`config.mk`:
```
export PLATFORM = sky130hd
export DESIGN_NAME = sensor_array_filter_flat
export DESIGN_NICKNAME = d
export VERILOG_FILES = /design/src/rtl/sensor_array_filter_if.sv /design/src/rtl/sensor_array_filter.sv /design/src/flat_wrapper.sv
export SDC_FILE = /design/constraint.sdc
export NUM_CORES = 1
export LEC_CHECK = 0
export CAP_MARGIN = 20
export CORE_UTILIZATION = 43
export CTS_CLUSTER_SIZE = 25
export DETAILED_ROUTE_END_ITERATION = 12
export PLACE_DENSITY = 0.79
export SKIP_LAST_GASP = 1
export SLEW_MARGIN = 0
export SYNTH_ARGS = -nofsm -noshare
export SYNTH_HDL_FRONTEND = slang
export SYNTH_SLANG_ARGS = --single-unit
```
`constraint.sdc`:
```
create_clock -name CLK -period 1.1 [get_ports CLK]
set_input_delay 0.22 -clock CLK [delete_from_list [all_inputs] [get_ports CLK]]
set_output_delay 0.22 -clock CLK [all_outputs]
set_load 0.1 [all_outputs]
```
`src/rtl/sensor_array_filter_if.sv`:
```
// sensor_array_filter_if
//   Groups the sensor-side inputs and filtered outputs of sensor_array_filter.
//   master: drives X/POL/MASK/CNT_CLR and observes Z/RISE/ANY/EVT_CNT.
//   slave : the filter itself.
// Signals
//   X        raw sensor inputs (NCH)
//   POL      1: channel active when X=0, 0: active when X=1
//   MASK     1 removes the channel from ANY only (NCH)
//   CNT_CLR  synchronous clear of the event counters
//   Z        filtered channel state (NCH)
//   RISE     one-cycle pulse on Z 0->1 (NCH)
//   ANY      |(Z & ~MASK)
//   EVT_CNT  per-channel event counters, ch i at [i*CNT_W +: CNT_W]
interface sensor_array_filter_if #(
    parameter int NCH   = 4,
    parameter int CNT_W = 8
);
    logic [NCH-1:0]       X;
    logic                 POL;
    logic [NCH-1:0]       MASK;
    logic                 CNT_CLR;
    logic [NCH-1:0]       Z;
    logic [NCH-1:0]       RISE;
    logic                 ANY;
    logic [NCH*CNT_W-1:0] EVT_CNT;

    modport master (output X, POL, MASK, CNT_CLR, input Z, RISE, ANY, EVT_CNT);
    modport slave  (input X, POL, MASK, CNT_CLR, output Z, RISE, ANY, EVT_CNT);
endinterface

```
`src/rtl/sensor_array_filter.sv`:
```
// sensor_array_filter
//   NCH independent sensor channels, each with a persistence filter of DB_CYCLES
//   consecutive qualifying samples, selectable active polarity, a rise pulse,
//   a maskable OR alarm and optional saturating event counters.
// Build option
//   SENSOR_EVENT_CNT_EN : when defined, each channel keeps a CNT_W-bit saturating
//                         count of its rise events; otherwise EVT_CNT reads 0 and
//                         CNT_CLR is ignored.
// Ports
//   CLK  in  clock, all state on posedge
//   MR   in  master reset, synchronous, active-low
//   bus  sensor_array_filter_if.slave (X, POL, MASK, CNT_CLR in; Z, RISE, ANY, EVT_CNT out)

// One channel: debounce FSM, registered Z/RISE, optional event counter.
module sensor_array_filter_lane #(
    parameter int DB_CYCLES = 3,
    parameter int CNT_W     = 8
) (
    input  logic             CLK,
    input  logic             MR,
    input  logic             act,
    input  logic             cnt_clr,
    output logic             z,
    output logic             rise,
    output logic [CNT_W-1:0] evt_cnt
);
    localparam int            CW       = $clog2(DB_CYCLES + 1);
    localparam logic [CW-1:0] CNT_ONE  = CW'(1);
    localparam logic [CW-1:0] CNT_LAST = CW'(DB_CYCLES - 1);

    typedef enum logic [1:0] {IDLE, PEND_ON, ACTIVE, PEND_OFF} state_t;

    state_t        state;
    logic [CW-1:0] cnt;
    logic          go_on;
    logic          go_off;

    // Qualifying sample that completes a run; with DB_CYCLES==1 the very first
    // qualifying sample completes it, so the PEND states are never entered.
    always_comb begin
        go_on  = 1'b0;
        go_off = 1'b0;
        case (state)
            IDLE:     go_on  =  act && (DB_CYCLES == 1);
            PEND_ON:  go_on  =  act && (cnt == CNT_LAST);
            ACTIVE:   go_off = !act && (DB_CYCLES == 1);
            PEND_OFF: go_off = !act && (cnt == CNT_LAST);
            default:  ;
        endcase
    end

    always_ff @(posedge CLK) begin
        if (!MR) begin
            state <= IDLE;
            cnt   <= '0;
            z     <= 1'b0;
            rise  <= 1'b0;
        end else begin
            rise <= go_on;
            if (go_on) begin
                state <= ACTIVE;
                cnt   <= '0;
                z     <= 1'b1;
            end else if (go_off) begin
                state <= IDLE;
                cnt   <= '0;
                z     <= 1'b0;
            end else begin
                case (state)
                    IDLE:     if (act) begin state <= PEND_ON; cnt <= CNT_ONE; end
                    PEND_ON:  if (act) cnt <= cnt + CNT_ONE;
                              else begin state <= IDLE; cnt <= '0; end
                    ACTIVE:   if (!act) begin state <= PEND_OFF; cnt <= CNT_ONE; end
                    PEND_OFF: if (!act) cnt <= cnt + CNT_ONE;
                              else begin state <= ACTIVE; cnt <= '0; end
                    default:  begin state <= IDLE; cnt <= '0; z <= 1'b0; end
                endcase
            end
        end
    end

`ifdef SENSOR_EVENT_CNT_EN
    // Counts on the same edge that sets RISE; a clear coinciding with a rise
    // leaves the new event counted.
    always_ff @(posedge CLK) begin
        if (!MR)
            evt_cnt <= '0;
        else if (cnt_clr)
            evt_cnt <= go_on ? CNT_W'(1) : '0;
        else if (go_on && (evt_cnt != '1))
            evt_cnt <= evt_cnt + CNT_W'(1);
    end
`else
    logic unused_cnt_clr;
    assign unused_cnt_clr = cnt_clr;
    assign evt_cnt        = '0;
`endif
endmodule

module sensor_array_filter #(
    parameter int NCH       = 4,
    parameter int DB_CYCLES = 3,
    parameter int CNT_W     = 8
) (
    input logic                  CLK,
    input logic                  MR,
    sensor_array_filter_if.slave bus
);
    logic [NCH-1:0]            act;
    logic [NCH-1:0]            z;
    logic [NCH-1:0]            rise;
    logic [NCH-1:0][CNT_W-1:0] evt;

    // Polarity is applied per sample, so a POL change only alters what the
    // filters see next; no filter state is disturbed.
    assign act = bus.POL ? ~bus.X : bus.X;

    genvar i;
    generate
        for (i = 0; i < NCH; i++) begin : g_ch
            sensor_array_filter_lane #(
                .DB_CYCLES (DB_CYCLES),
                .CNT_W     (CNT_W)
            ) u_lane (
                .CLK     (CLK),
                .MR      (MR),
                .act     (act[i]),
                .cnt_clr (bus.CNT_CLR),
                .z       (z[i]),
                .rise    (rise[i]),
                .evt_cnt (evt[i])
            );
        end
    endgenerate

    assign bus.Z       = z;
    assign bus.RISE    = rise;
    assign bus.ANY     = |(z & ~bus.MASK);
    assign bus.EVT_CNT = evt;
endmodule

```
`src/flat_wrapper.sv`:
```
// flat-port wrapper written by rule: the top's interface ports become plain ports
module sensor_array_filter_flat 
#(
    parameter int NCH       = 4,
    parameter int DB_CYCLES = 3,
    parameter int CNT_W     = 8
)
  (CLK, MR, bus_X, bus_POL, bus_MASK, bus_CNT_CLR, bus_Z, bus_RISE, bus_ANY, bus_EVT_CNT);
  sensor_array_filter_if #(.NCH(NCH), .CNT_W(CNT_W)) bus_i ();
  input logic CLK;
  input logic MR;
  input wire logic [$bits(bus_i.X)-1:0] bus_X;
  input wire logic [$bits(bus_i.POL)-1:0] bus_POL;
  input wire logic [$bits(bus_i.MASK)-1:0] bus_MASK;
  input wire logic [$bits(bus_i.CNT_CLR)-1:0] bus_CNT_CLR;
  output wire logic [$bits(bus_i.Z)-1:0] bus_Z;
  output wire logic [$bits(bus_i.RISE)-1:0] bus_RISE;
  output wire logic [$bits(bus_i.ANY)-1:0] bus_ANY;
  output wire logic [$bits(bus_i.EVT_CNT)-1:0] bus_EVT_CNT;
  assign bus_i.X = bus_X;
  assign bus_i.POL = bus_POL;
  assign bus_i.MASK = bus_MASK;
  assign bus_i.CNT_CLR = bus_CNT_CLR;
  assign bus_Z = bus_i.Z;
  assign bus_RISE = bus_i.RISE;
  assign bus_ANY = bus_i.ANY;
  assign bus_EVT_CNT = bus_i.EVT_CNT;
  sensor_array_filter #(.NCH(NCH), .DB_CYCLES(DB_CYCLES), .CNT_W(CNT_W)) u_core (.CLK(CLK), .MR(MR), .bus(bus_i));
endmodule
```
== After elaboration in Yosys (flattened, before gate mapping) ==
Index checks and enable logic that the tools add are counted.
Storage, ports and cells
  bits of input ports: 12
  output and inout bits: 41
  bits in registers: 24
Operators by class
  bitwise gates (word level): 4
  reductions and logical operators: 37
  muxes and demuxes: 61
  add/subtract/negate cells: 4
  equal/unequal tests: 48
Operator list (number)
  2-bit two-way mux: 36
  2-bit one-hot mux with 4 select lines: 8
  4-bit by 3-bit inequality test with 1-bit output, second input constant: 8
  4-bit inequality test, second input constant: 8
  4-bit AND reduction: 8
  2-bit equality test, second input constant: 12
  1-bit two-way mux: 16
  2-bit by 1-bit inequality test with 1-bit output, second input constant: 8
  2-bit inequality test, second input constant: 8
  3-bit OR reduction: 4
  2-bit by 1-bit adder with 2-bit output, second input constant: 4
  2-bit by 1-bit equality test with 1-bit output, second input constant: 4
  1-bit logical AND: 8
  2-bit logical NOT: 4
  4-bit inverter: 2
  2-bit AND reduction: 4
  2-bit nonzero test: 4
  4-bit bitwise AND: 1
  1-bit logical NOT: 4
  4-bit two-way mux: 1
  4-bit OR reduction: 1
  1-bit inverter: 1

== Depth between registers and ports, before layout ==
  word-level depth: 7
  gate-level depth with buffers: 5

== Hierarchy ==
A second synthesis with hierarchy kept.
Unflattened totals
  cells, all modules: 145
  area, all modules: 1287.5 µm²
By module, submodules not included
  sensor_array_filter_lane: area an instance 305.3 µm², cells each 34, instances 4
  sensor_array_filter: area an instance 66.3 µm², cells each 9, instances 1

== Worst setup path after synthesis ==
OpenSTA, ideal clock, no wires.
  path kind: reg-to-output
  from: reg u_core.g_ch[2].u_lane.z
  to: out bus_ANY
  data arrival time: 1.930 ns
  stages on the path, launching flop included: 3
  path slack: -1.050 ns
  required time: 0.880 ns
  buffers on the path: 0
  cells stage by stage: dfxtp_1 -> inv_1 -> o221ai_1
On the way
  longest elaborated chain between the ends: 2
RTL lines
  start: declaration: RTL line sensor_array_filter.sv:23  | output logic z,
  start signal: assignment: RTL line sensor_array_filter.sv:56  | z <= 1'b0;
  start signal: assignment: RTL line sensor_array_filter.sv:63  | z <= 1'b1;
  start signal: assignment: RTL line sensor_array_filter.sv:67  | z <= 1'b0;
  4-bit bitwise AND: RTL line sensor_array_filter.sv:138  | assign bus.ANY = |(z & ~bus.MASK);
  4-bit OR reduction: RTL line sensor_array_filter.sv:138
  end: declaration: RTL line flat_wrapper.sv:18  | output wire logic [$bits(bus_i.ANY)-1:0] bus_ANY;
No other way between the ends.

== Worst setup path after layout ==
  from: in bus_MASK[3]
  to: out bus_ANY
On the way
  longest elaborated chain between the ends: 3
RTL lines
  start: declaration: RTL line flat_wrapper.sv:14  | input wire logic [$bits(bus_i.MASK)-1:0] bus_MASK;
  4-bit inverter: RTL line sensor_array_filter.sv:138
  4-bit bitwise AND: RTL line sensor_array_filter.sv:138
  4-bit OR reduction: RTL line sensor_array_filter.sv:138
No other way between the ends.

==> results.ini <==
[run_status]
status=finished, violations left
violations=setup timing

[route]
dr_total_vias=1005
remaining_drc_errors=0
drt_iter0_drc=26
routedWlPerCell_um=12.0
viasPerCell=4.67
antenna_left=0
wl_mm=2.58
drt_first_pass_iters=4

[clocking]
clock_sinks=24
hold_buffers=0
cts_inserted_buffers=3
clock_latency_ns=0.33
clk_pin_slew_ns=0.14
htree_levels=1
cts_buffer_depth=2
cts_tree=done
clockRootBuffer=clkbuf_4

[floorplan]
rows=20
die_y_um=58.5
die-area_mm2=0.00342
pin_count=53
die_x_um=58.5
start_util_pct=45.3
core_mm2=0.00303

[sta]
drv_slew=0
skew_ns=0.00729
setup_viol=5
rsz0062_at_grt=true
tns_ns=-0.609
finalCriticalPeriod_ns=1.47
final_hold_viol_count=0
fmax_ghz=0.679
setup_slack_ns=-0.373
min_period_over_period_pct=134
whs_ns=0.391

[hold_path]
min_path_type=in2reg
hold_path_startpoint=bus_X[0]
min_path_cells=3
min_to=u_core.g_ch[0].u_lane.rise

[final_layout]
drive_gt1_share_pct=33.9
antennaDiodeCount=0
fin_area_mm2=0.00180
layout.nets=188
area_growth_pct=30.9

[worst_setup_path]
r2r_end=u_core.g_ch[1].u_lane.cnt[1]
r2r_start=u_core.g_ch[1].u_lane.cnt[0]
cp.arrival_ns=1.25
r2r_slack_ns=0.04
worstPathCellList=clkdlybuf4s50_1, inv_1, a22oi_2, o221ai_4, buf_12
critPathRequiredTime_ns=0.88
crit_type=in2out
cp_slowest_cell=clkdlybuf4s50_1
r2r_cells=4
start_kind=input port
endpoint_kind=primary output
cp_max_fo=1
slowest_delay_ns=0.46

[logic_synthesis]
synth_top_family_by_area=buffers and inverters
ys_warn_count=0
avgSynthCellArea_um2=9.15
synth_cell_types=24
synth-simple-area-share_pct=16.5
ys_seq_area_share_pct=35.0
yosys.area_share.xor_xnor_pct=5.65
synth_fa_ha_area_share_pct=3.65
synth_compound_area_share_pct=11.1
syn_area_mm2=0.00137
synth_mux_area_share_pct=2.92
synth-seq-cells=24
syn_inst=150

[global_routing]
first_global_vias=964
antenna_found_initial=0
grt_use_total_pct=15.0
grt_max_degree=29
grt_pass1_wl_mm=3.91
grt-ovfl-total=0

[placement]
dpl-instance-area_mm2=0.00160
io_buffers=19
globalplace.congestion=0.700
dp_hpwl_mm=1.85

[power_and_ir_drop]
leakagePower_nw=0.767
pwr_density_cell_mw_per_mm2=1590
p_total_w=0.00285
irDropWorstVdd_mv=0.638

[job]
maxCapViolations=0

[flip-flops by register name, summed over array words and instances (netlist names)]
name	flops
u_core.g_ch.u_lane.cnt	8
u_core.g_ch.u_lane.z	4
u_core.g_ch.u_lane.rise	4
u_core.g_ch.u_lane.state	8
[worst max-delay path: cells and delay by family]
| family | cells | cell delay, ns |
|---|---|---|
| buffers and inverters | 3 | 0.69 |
| AO/OA/AOI/OAI | 2 | 0.34 |
[cell usage after synthesis]
cell / n / area, µm²
a21oi_1: 4 / 20.0
a22oi_1: 1 / 7.51
a31oi_1: 4 / 25.0
and3_1: 4 / 25.0
buf_4: 40 / 300
clkbuf_1: 3 / 11.3
conb_1: 1 / 3.75
dfxtp_1: 24 / 480
ha_1: 4 / 50.1
inv_1: 8 / 30.0
mux2i_1: 4 / 40.0
nand2_1: 7 / 26.3
nand2b_1: 4 / 25.0
nand3b_1: 4 / 30.0
nand4bb_1: 4 / 45.0
nor2_1: 4 / 15.0
nor3b_1: 8 / 60.1
o211a_1: 4 / 40.0
o211ai_1: 1 / 7.51
o21ai_0: 5 / 25.0
o221ai_1: 1 / 8.76
o22ai_1: 3 / 18.8
xor2_1: 7 / 61.3
xor2_2: 1 / 16.3
[cell type report]
type | count | area, µm²
Clock buffer | 3 | 22.5
Clock inverter | 1 | 30.0
Fill cell | 243 | 1230
Inverter | 8 | 30.0
Multi-Input combinational cell | 106 | 785
Sequential cell | 24 | 503
Tap cell | 44 | 55.1
Timing Repair Buffer | 29 | 372
[cells by family (layout without fill, tap and decap cells)]
group           count (synthesis)  in the layout
flops                          24             24
fa+ha+maj                       4              4
compound gates                 23             23
other cells                     1             32
mux                             4              4
simple gates                   35             35
xor+xnor                        8              8
buf+inv                        51             41
[where the power goes]
group / leakage, nW / internal, W / switching [W]
registers: 0.202 / 0.000936 / 0.0000625
logic: 0.537 / 0.000319 / 0.000884
clock network: 0.0279 / 0.000369 / 0.000285
total: 0.767 / 0.00162 / 0.00123
[timing repair]
item | 4_1_cts | 5_1_grt
pin swaps | 7 | 5
cloned | 0 | 0
resized for setup | 28 | 16
endpoints found under the setup margin | 30 | 24
setup buffers | 4 | 1
[placed cells by master, fill, tap and decap left out, drive strengths merged]
cell / Yosys / layout
nand2b: 4 / 4
bufinv: 0 / 1
dfxtp: 24 / 24
nand3b: 4 / 4
and3: 4 / 4
a31oi: 4 / 4
dlymetal6s2s: 0 / 1
o211a: 4 / 4
o22ai: 3 / 3
conb: 1 / 32
o221ai: 1 / 1
o211ai: 1 / 1
buf: 40 / 19
clkdlybuf4s50: 0 / 4
inv: 8 / 8
ha: 4 / 4
xor2: 8 / 8
clkbuf: 3 / 3
dlygate4sd2: 0 / 5
a21oi: 4 / 4
nor2: 4 / 4
nor3b: 8 / 8
o21ai: 5 / 5
a22oi: 1 / 1
nand2: 7 / 7
mux2i: 4 / 4
nand4bb: 4 / 4
[layer usage]
metal | vias up | global-route usage, % | wire length [µm]
met5 | - | 0 | 0
met4 | 0 | 6.12 | 48
met3 | 7 | 3.08 | 185
met2 | 45 | 27.6 | 1380
met1 | 480 | 16.8 | 970
li1 | 473 | - | -
[worst max path at each step]
stage | from | to | slack [ns]
finish | bus_MASK[3] | bus_ANY | -0.37
global route | u_core.g_ch[3].u_lane.z | bus_ANY | -0.40
CTS | u_core.g_ch[0].u_lane.z | bus_ANY | -0.40
detailed placement | bus_POL | u_core.g_ch[1].u_lane.cnt[1] | -0.58
global placement | bus_MASK[0] | bus_ANY | -0.52
floorplan | u_core.g_ch[1].u_lane.z | bus_ANY | -0.07
[metrics by stage]
| stage | utilization [%] | std cells | setup slack (ns) |
|---|---|---|---|
| after floorplan | - | 181 | -0.0745 |
| after global placement | 52.8 | 208 | -0.520 |
| after detailed placement | 52.8 | 208 | -0.581 |
| after CTS | 58.0 | 216 | -0.398 |
| after global routing | 59.3 | 215 | -0.400 |
| final | 59.3 | 215 | -0.373 |
Power figures use the tool's default switching activity.
